===== src/rtl/hazard_ctrl.sv =====
// Pipeline hazard and stall controller for the five-stage core.
// Latency: stall/flush/squash outputs are combinational from state and current inputs; counters update at posedge.
// Backpressure: a data-memory wait freezes every stage, a load-use hazard or an outstanding fetch holds the front end.
//
// Ports:
//   clk, rst                  pipeline clock, asynchronous active-high reset
//   rs1_d/rs2_d, *_use_d      decode-stage source registers and whether they are read
//   rd_e, load_e, br_taken_e  execute-stage destination, load flag, redirect request
//   imem_req_f, imem_resp     instruction-memory request/response pulses
//   dmem_req_m, dmem_resp     data-memory request/completion pulses
//   stall_*, flush_*, bubble_w, squash_f   per-stage pipeline controls
//   stall_cnt, flush_cnt      saturating performance counters
module hazard_ctrl #(
  parameter int CNT_W = 32
) (
  input  logic             clk,
  input  logic             rst,
  input  logic [4:0]       rs1_d,
  input  logic [4:0]       rs2_d,
  input  logic             rs1_use_d,
  input  logic             rs2_use_d,
  input  logic [4:0]       rd_e,
  input  logic             load_e,
  input  logic             br_taken_e,
  input  logic             imem_req_f,
  input  logic             imem_resp,
  input  logic             dmem_req_m,
  input  logic             dmem_resp,
  output logic             stall_f,
  output logic             stall_d,
  output logic             stall_e,
  output logic             stall_m,
  output logic             flush_d,
  output logic             flush_e,
  output logic             bubble_w,
  output logic             squash_f,
  output logic [CNT_W-1:0] stall_cnt,
  output logic [CNT_W-1:0] flush_cnt
);

  typedef enum logic {RUN, DWAIT} state_t;

  state_t state, state_nxt;
  logic   fout, fout_nxt;   // an instruction fetch is in flight
  logic   sq, sq_nxt;       // the in-flight fetch is wrong-path and must be dropped

  logic dwait, luse, br, iwait;

  // The data wait starts in the request cycle itself, so the whole pipe
  // freezes without needing a cycle to enter DWAIT first.
  assign dwait = ((state == DWAIT) || dmem_req_m) && !dmem_resp;

  assign luse = load_e && (rd_e != 5'd0) &&
                ((rs1_use_d && (rs1_d == rd_e)) || (rs2_use_d && (rs2_d == rd_e)));

  // A redirect cannot be taken while EX is frozen; br_taken_e is held
  // stable, so it is acted on in the cycle the data wait ends.
  assign br = br_taken_e && !dwait;

  // A squashed response does not satisfy the fetch wait.
  logic squash_raw;
  assign squash_raw = imem_resp && (sq || br);
  assign iwait      = fout && (!imem_resp || squash_raw);

  // State register and flops
  always_ff @(posedge clk or posedge rst) begin
    if (rst) begin
      state <= RUN;
      fout  <= 1'b0;
      sq    <= 1'b0;
    end else begin
      state <= state_nxt;
      fout  <= fout_nxt;
      sq    <= sq_nxt;
    end
  end

  // Next state and pipeline controls
  always_comb begin
    state_nxt = state;
    case (state)
      RUN:     if (dmem_req_m && !dmem_resp) state_nxt = DWAIT;
      DWAIT:   if (dmem_resp)                state_nxt = RUN;
      default: state_nxt = RUN;
    endcase

    // A new request always wins over a response in the same cycle: the
    // response belongs to the older fetch, the new one is still pending.
    fout_nxt = fout;
    if (imem_req_f)     fout_nxt = 1'b1;
    else if (imem_resp) fout_nxt = 1'b0;

    // A redirect coinciding with the response squashes it directly, so
    // there is nothing left to remember.
    sq_nxt = sq;
    if (imem_resp)      sq_nxt = 1'b0;
    else if (br && fout) sq_nxt = 1'b1;

    stall_f  = 1'b0;
    stall_d  = 1'b0;
    stall_e  = 1'b0;
    stall_m  = 1'b0;
    flush_d  = 1'b0;
    flush_e  = 1'b0;
    bubble_w = 1'b0;
    squash_f = 1'b0;

    if (rst) begin
      flush_d = 1'b1;
      flush_e = 1'b1;
    end else begin
      squash_f = squash_raw;
      if (dwait) begin
        stall_f  = 1'b1;
        stall_d  = 1'b1;
        stall_e  = 1'b1;
        stall_m  = 1'b1;
        bubble_w = 1'b1;
      end else if (br) begin
        flush_d = 1'b1;
        flush_e = 1'b1;
      end else if (luse) begin
        stall_f = 1'b1;
        stall_d = 1'b1;
        flush_e = 1'b1;
      end else if (iwait) begin
        stall_f = 1'b1;
        flush_d = 1'b1;
      end
    end
  end

  // Saturating performance counters
  always_ff @(posedge clk or posedge rst) begin
    if (rst) begin
      stall_cnt <= '0;
      flush_cnt <= '0;
    end else begin
      if (stall_f && (stall_cnt != '1)) stall_cnt <= stall_cnt + 1'b1;
      if (br && (flush_cnt != '1))      flush_cnt <= flush_cnt + 1'b1;
    end
  end

endmodule


===== config.mk =====
export PLATFORM = sky130hd
export DESIGN_NAME = hazard_ctrl
export DESIGN_NICKNAME = d
export VERILOG_FILES = /design/src/rtl/hazard_ctrl.sv
export SDC_FILE = /design/constraint.sdc
export NUM_CORES = 1
export LEC_CHECK = 0
export ABC_AREA = 1
export BUFFER_PORTS_ARGS = -buffer_cell sky130_fd_sc_hd__clkbuf_2
export CAP_MARGIN = 30
export CORE_MARGIN = 3
export CORE_UTILIZATION = 47
export CTS_BUF_LIST = sky130_fd_sc_hd__clkbuf_16
export CTS_CLUSTER_SIZE = 16
export DETAILED_ROUTE_END_ITERATION = 10
export PLACE_DENSITY_LB_ADDON = 0.15
export REMOVE_ABC_BUFFERS = 1
export SLEW_MARGIN = 20
export SYNTH_ARGS = -nofsm -noshare
export SYNTH_HDL_FRONTEND = slang
export SYNTH_SLANG_ARGS = --single-unit

===== constraint.sdc =====
create_clock -name clk -period 3.5 [get_ports clk]
set_input_delay 0.7 -clock clk [delete_from_list [all_inputs] [get_ports clk]]
set_output_delay 0.7 -clock clk [all_outputs]
set_load 0.01 [all_outputs]

==> results.md <==
- CTS tree: done
- Top cell type by total area after synthesis: dfrtp_1
- Largest voltage drop on the vdd net: 0.263 mV
- Combined area of all synthesized cells: 4510 um^2
- Number of enable flip-flop cells after synthesis: 0
- Initial Util: 48.6%
- Leading cell types by count after synthesis: nand2_1 (243), inv_1 (84), dfrtp_1 (67), nor2_1 (67), nand3_1 (41)
- Launch instance of the worst register-to-register path: stall_cnt[0]
- Via count of the first global-routing pass: 4,059
- Fill cell total of the finished layout: 913
- Final cell area excluding filler cells: 5310 um^2
- Most used standard cell by instance count after synthesis: nand2_1
- Routed vias: 4,278
- Post-route total power: 2180 uW
- Maximum fanout encountered on the critical timing path: 20
- Critical path start-end classification: flop to flop
- Unrepaired setup endpoints after global routing: false
- Maximum single-stage delay on the critical path: 0.65 ns
- Number of cells on the worst hold path: 2
- Total number of placement rows: 35
- Most used DFF post-synth: dfrtp_1
- Length of the first detailed-routing pass in iterations: 4
- Kind of end point of the critical path: flop
- Min cycle time layout: 2.44 ns
- Setup slack of the critical path after layout: 1.06 ns
- Worst Hold Endpoint: stall_cnt[20]
- Die width: 104 um
- Req. time, crit path: 3.77 ns
- Initial antenna violation count: 0
- Peak Freq: 410 MHz
- Number of inserted diodes: 0
- Pre-CTS setup slack: 0.902 ns
- Slew at the pin closest to its max-slew limit: 0.854 ns
- Power per Cell Area: 411 nW/um^2
- Total die area: 10,800 um^2
- Top post-synthesis cells by area: dfrtp_1 (37%), nand2_1 (20%), inv_1 (7.0%), xor2_1 (6.0%), nor2_1 (5.6%)
- Logic depth of the worst register-to-register path: 9
- Number of clock buffers inserted by TritonCTS: 9
- Nature of the critical path startpoint: flop
- Final setup violation count: 0
- Crit path DAT: 2.71 ns
- Clock Sinks: 67
- Hold-fix buffers, CTS: 0
- Crit Reg-Reg Endpoint: stall_cnt[6]
- Fraction of final layout cells with drive strength greater than 1: 19.8%
- First-pass GRT wire length: 18,800 um
- Vias per inst: 4.84
- Period utilisation layout: 69.7%
- Number of gates resized after CTS: 0
- Outcome: finished clean
- H-tree Lvls: 3
- Area growth from synthesis to layout: 17.8%
- Number of failing hold endpoints at the final stage: 0
- Number of unique standard cell types used by synthesis: 28
- Final RePlAce weighted congestion: 0.891
- DP Wirelength: 8350 um
- Remaining antenna violation count: 0
- Proportion of register bits with asynchronous set or reset after synthesis: 100%
- Synthesized area divided by synthesized cell count: 6.89 um^2
- Final WL: 10,900 um
- Standby leakage power: 0.00285 uW
- # nets final: 777
- Final routed DRC violation total: 0
- Clock latency on the worst-skew pair: 0.33 ns
- Number of max-cap violations: 0
- Buffers added on ports: 96
- Max Buffers Root-to-Sink: 2
- IO Pins: 97
- Largest net degree at the start of global routing: 68
- Number of pins with negative max-slew slack in the final report: 0
- Sequential share of the synthesized area: 37.2%
- Clk_skew: 0.00687 ns
- Core ar.: 9280 um^2
- Congestion Overflow GR: 0
- Yosys top cell area share: 37.2%
- Floorplan die height: 104 um
- GR Util All Layers: 20.9%
- Worst hold-check path type: flop to flop
- Min-delay src: stall_cnt[20]
- Routed WL per cell: 12.4 um
- Aggregate negative setup slack: 0 ns
- DP Area: 5060 um^2
- Clock transition at the register clock pins on the worst setup and hold paths after CTS: 0.05 ns
- Slew HR: 43.1%
- Critical path, cell by cell: ha_1 > nand2_2 > nor2_4 > nand3_2 > nor2_4 > nand3b_2 > nand2_1 > nand2_1 > nand2_1
- Number of register bits inferred by synthesis: 67
- CTS Root Buffer Type: clkbuf_16
- Post-CTS setup buffer count: 0
- Instance count of the mapped netlist: 654
- Slowest CP cell: nand2_1
- FF-to-FF setup slack: 1.06 ns
- Number of design-rule violations left by the first detailed-router iteration: 153
- Warnings, synthesis: 0
- Most used cell along the critical path: nand2_1
[flip-flops by register name, summed over array words and instances, names as in the netlist]
name       cells
sq             1
state          1
flush_cnt     32
stall_cnt     32
fout           1
[logic make-up (layout without fill, tap and decap cells)]
| family | Yosys count | after routing | share of synthesized area [%] |
|---|---|---|---|
| and+or+nand+nor | 424 | 424 | 42.1 |
| buffers and inverters | 102 | 202 | 9.85 |
| DFF | 67 | 67 | 37.2 |
| xor gates and xnor gates | 43 | 43 | 8.35 |
| AOI/OAI and AO/OA | 16 | 16 | 1.97 |
| adders and majority gates | 2 | 2 | 0.555 |
[final cells by class]
type / instances / area [um^2] / area share, %
inverter: 87 / 327 / 6.15
clock inverter: 6 / 25.0 / 0.471
sequential: 67 / 1680 / 31.6
clock buffer: 9 / 225 / 4.24
tap: 129 / 161 / 3.04
timing repair buffer: 100 / 510 / 9.61
multi-input combinational: 485 / 2390 / 44.9
[stage by stage]
stage / utilization, % / std cells / hold WS [ns]
CTS: 57.2 / 883 / 0.510
detailed placement: 54.5 / 868 / 0.497
global route: 57.2 / 883 / 0.535
floorplan: - / 639 / 0.482
finish: 57.2 / 883 / 0.500
global placement: 54.5 / 868 / 0.475
[power by group]
group	internal, uW	leakage (uW)	switching (uW)
combinational	165	0.00184	269
clock	462	0.000129	323
sequential	856	0.000884	108
total	1480	0.00285	700
[critical path, delay by kind of cell, from the launching register on]
kind / cells / cell delay, ns
and+or+nand+nor: 8 / 1.72
DFF: 1 / 0.42
adders and majority gates: 1 / 0.22
[layout by cell type, fill, tap and decap left out, types with 2 or more instances in the layout]
master and count:
inv_1 84, buf_4 4, nor2_4 3, nor3_2 2, nor3_1 26, nand2_2 4, clkinv_1 3, xor2_1 31
nand3b_1 2, clkinv_2 2, clkbuf_2 96, nor2_1 67, ha_1 2, nor3b_1 2, nand3_2 19, inv_2 4
nand2_1 243, dfrtp_1 67, nand3_1 41, xnor2_1 12, clkbuf_16 9, nor4_1 2, nor2_2 4, o21ai_0 10
o21ai_1 3, nand4_1 8
[metal layers]
layer	vias up	routed length [um]	share of wire, %	track usage, %
li1	2206	-	-	-
met1	1979	4660	43	24.5
met2	80	5730	52	38.0
met3	13	421	3.8	4.66
met4	0	141	1.3	6.27
met5	-	0	0	0
[worst max-delay path by stage]
| stage | from | to | slack [ns] | cells after the start |
|---|---|---|---|---|
| after global placement | dmem_resp | stall_cnt[15] | 0.98 | 11 |
| after detailed placement | dmem_resp | stall_cnt[6] | 0.90 | 11 |
| after CTS | stall_cnt[1] | stall_cnt[6] | 1.04 | 9 |
| after global routing | stall_cnt[1] | stall_cnt[7] | 0.80 | 9 |
| final | stall_cnt[0] | stall_cnt[6] | 1.06 | 9 |
| after floorplan | rst | squash_f | 0.36 | 3 |
(Power assumes the default switching activity.)
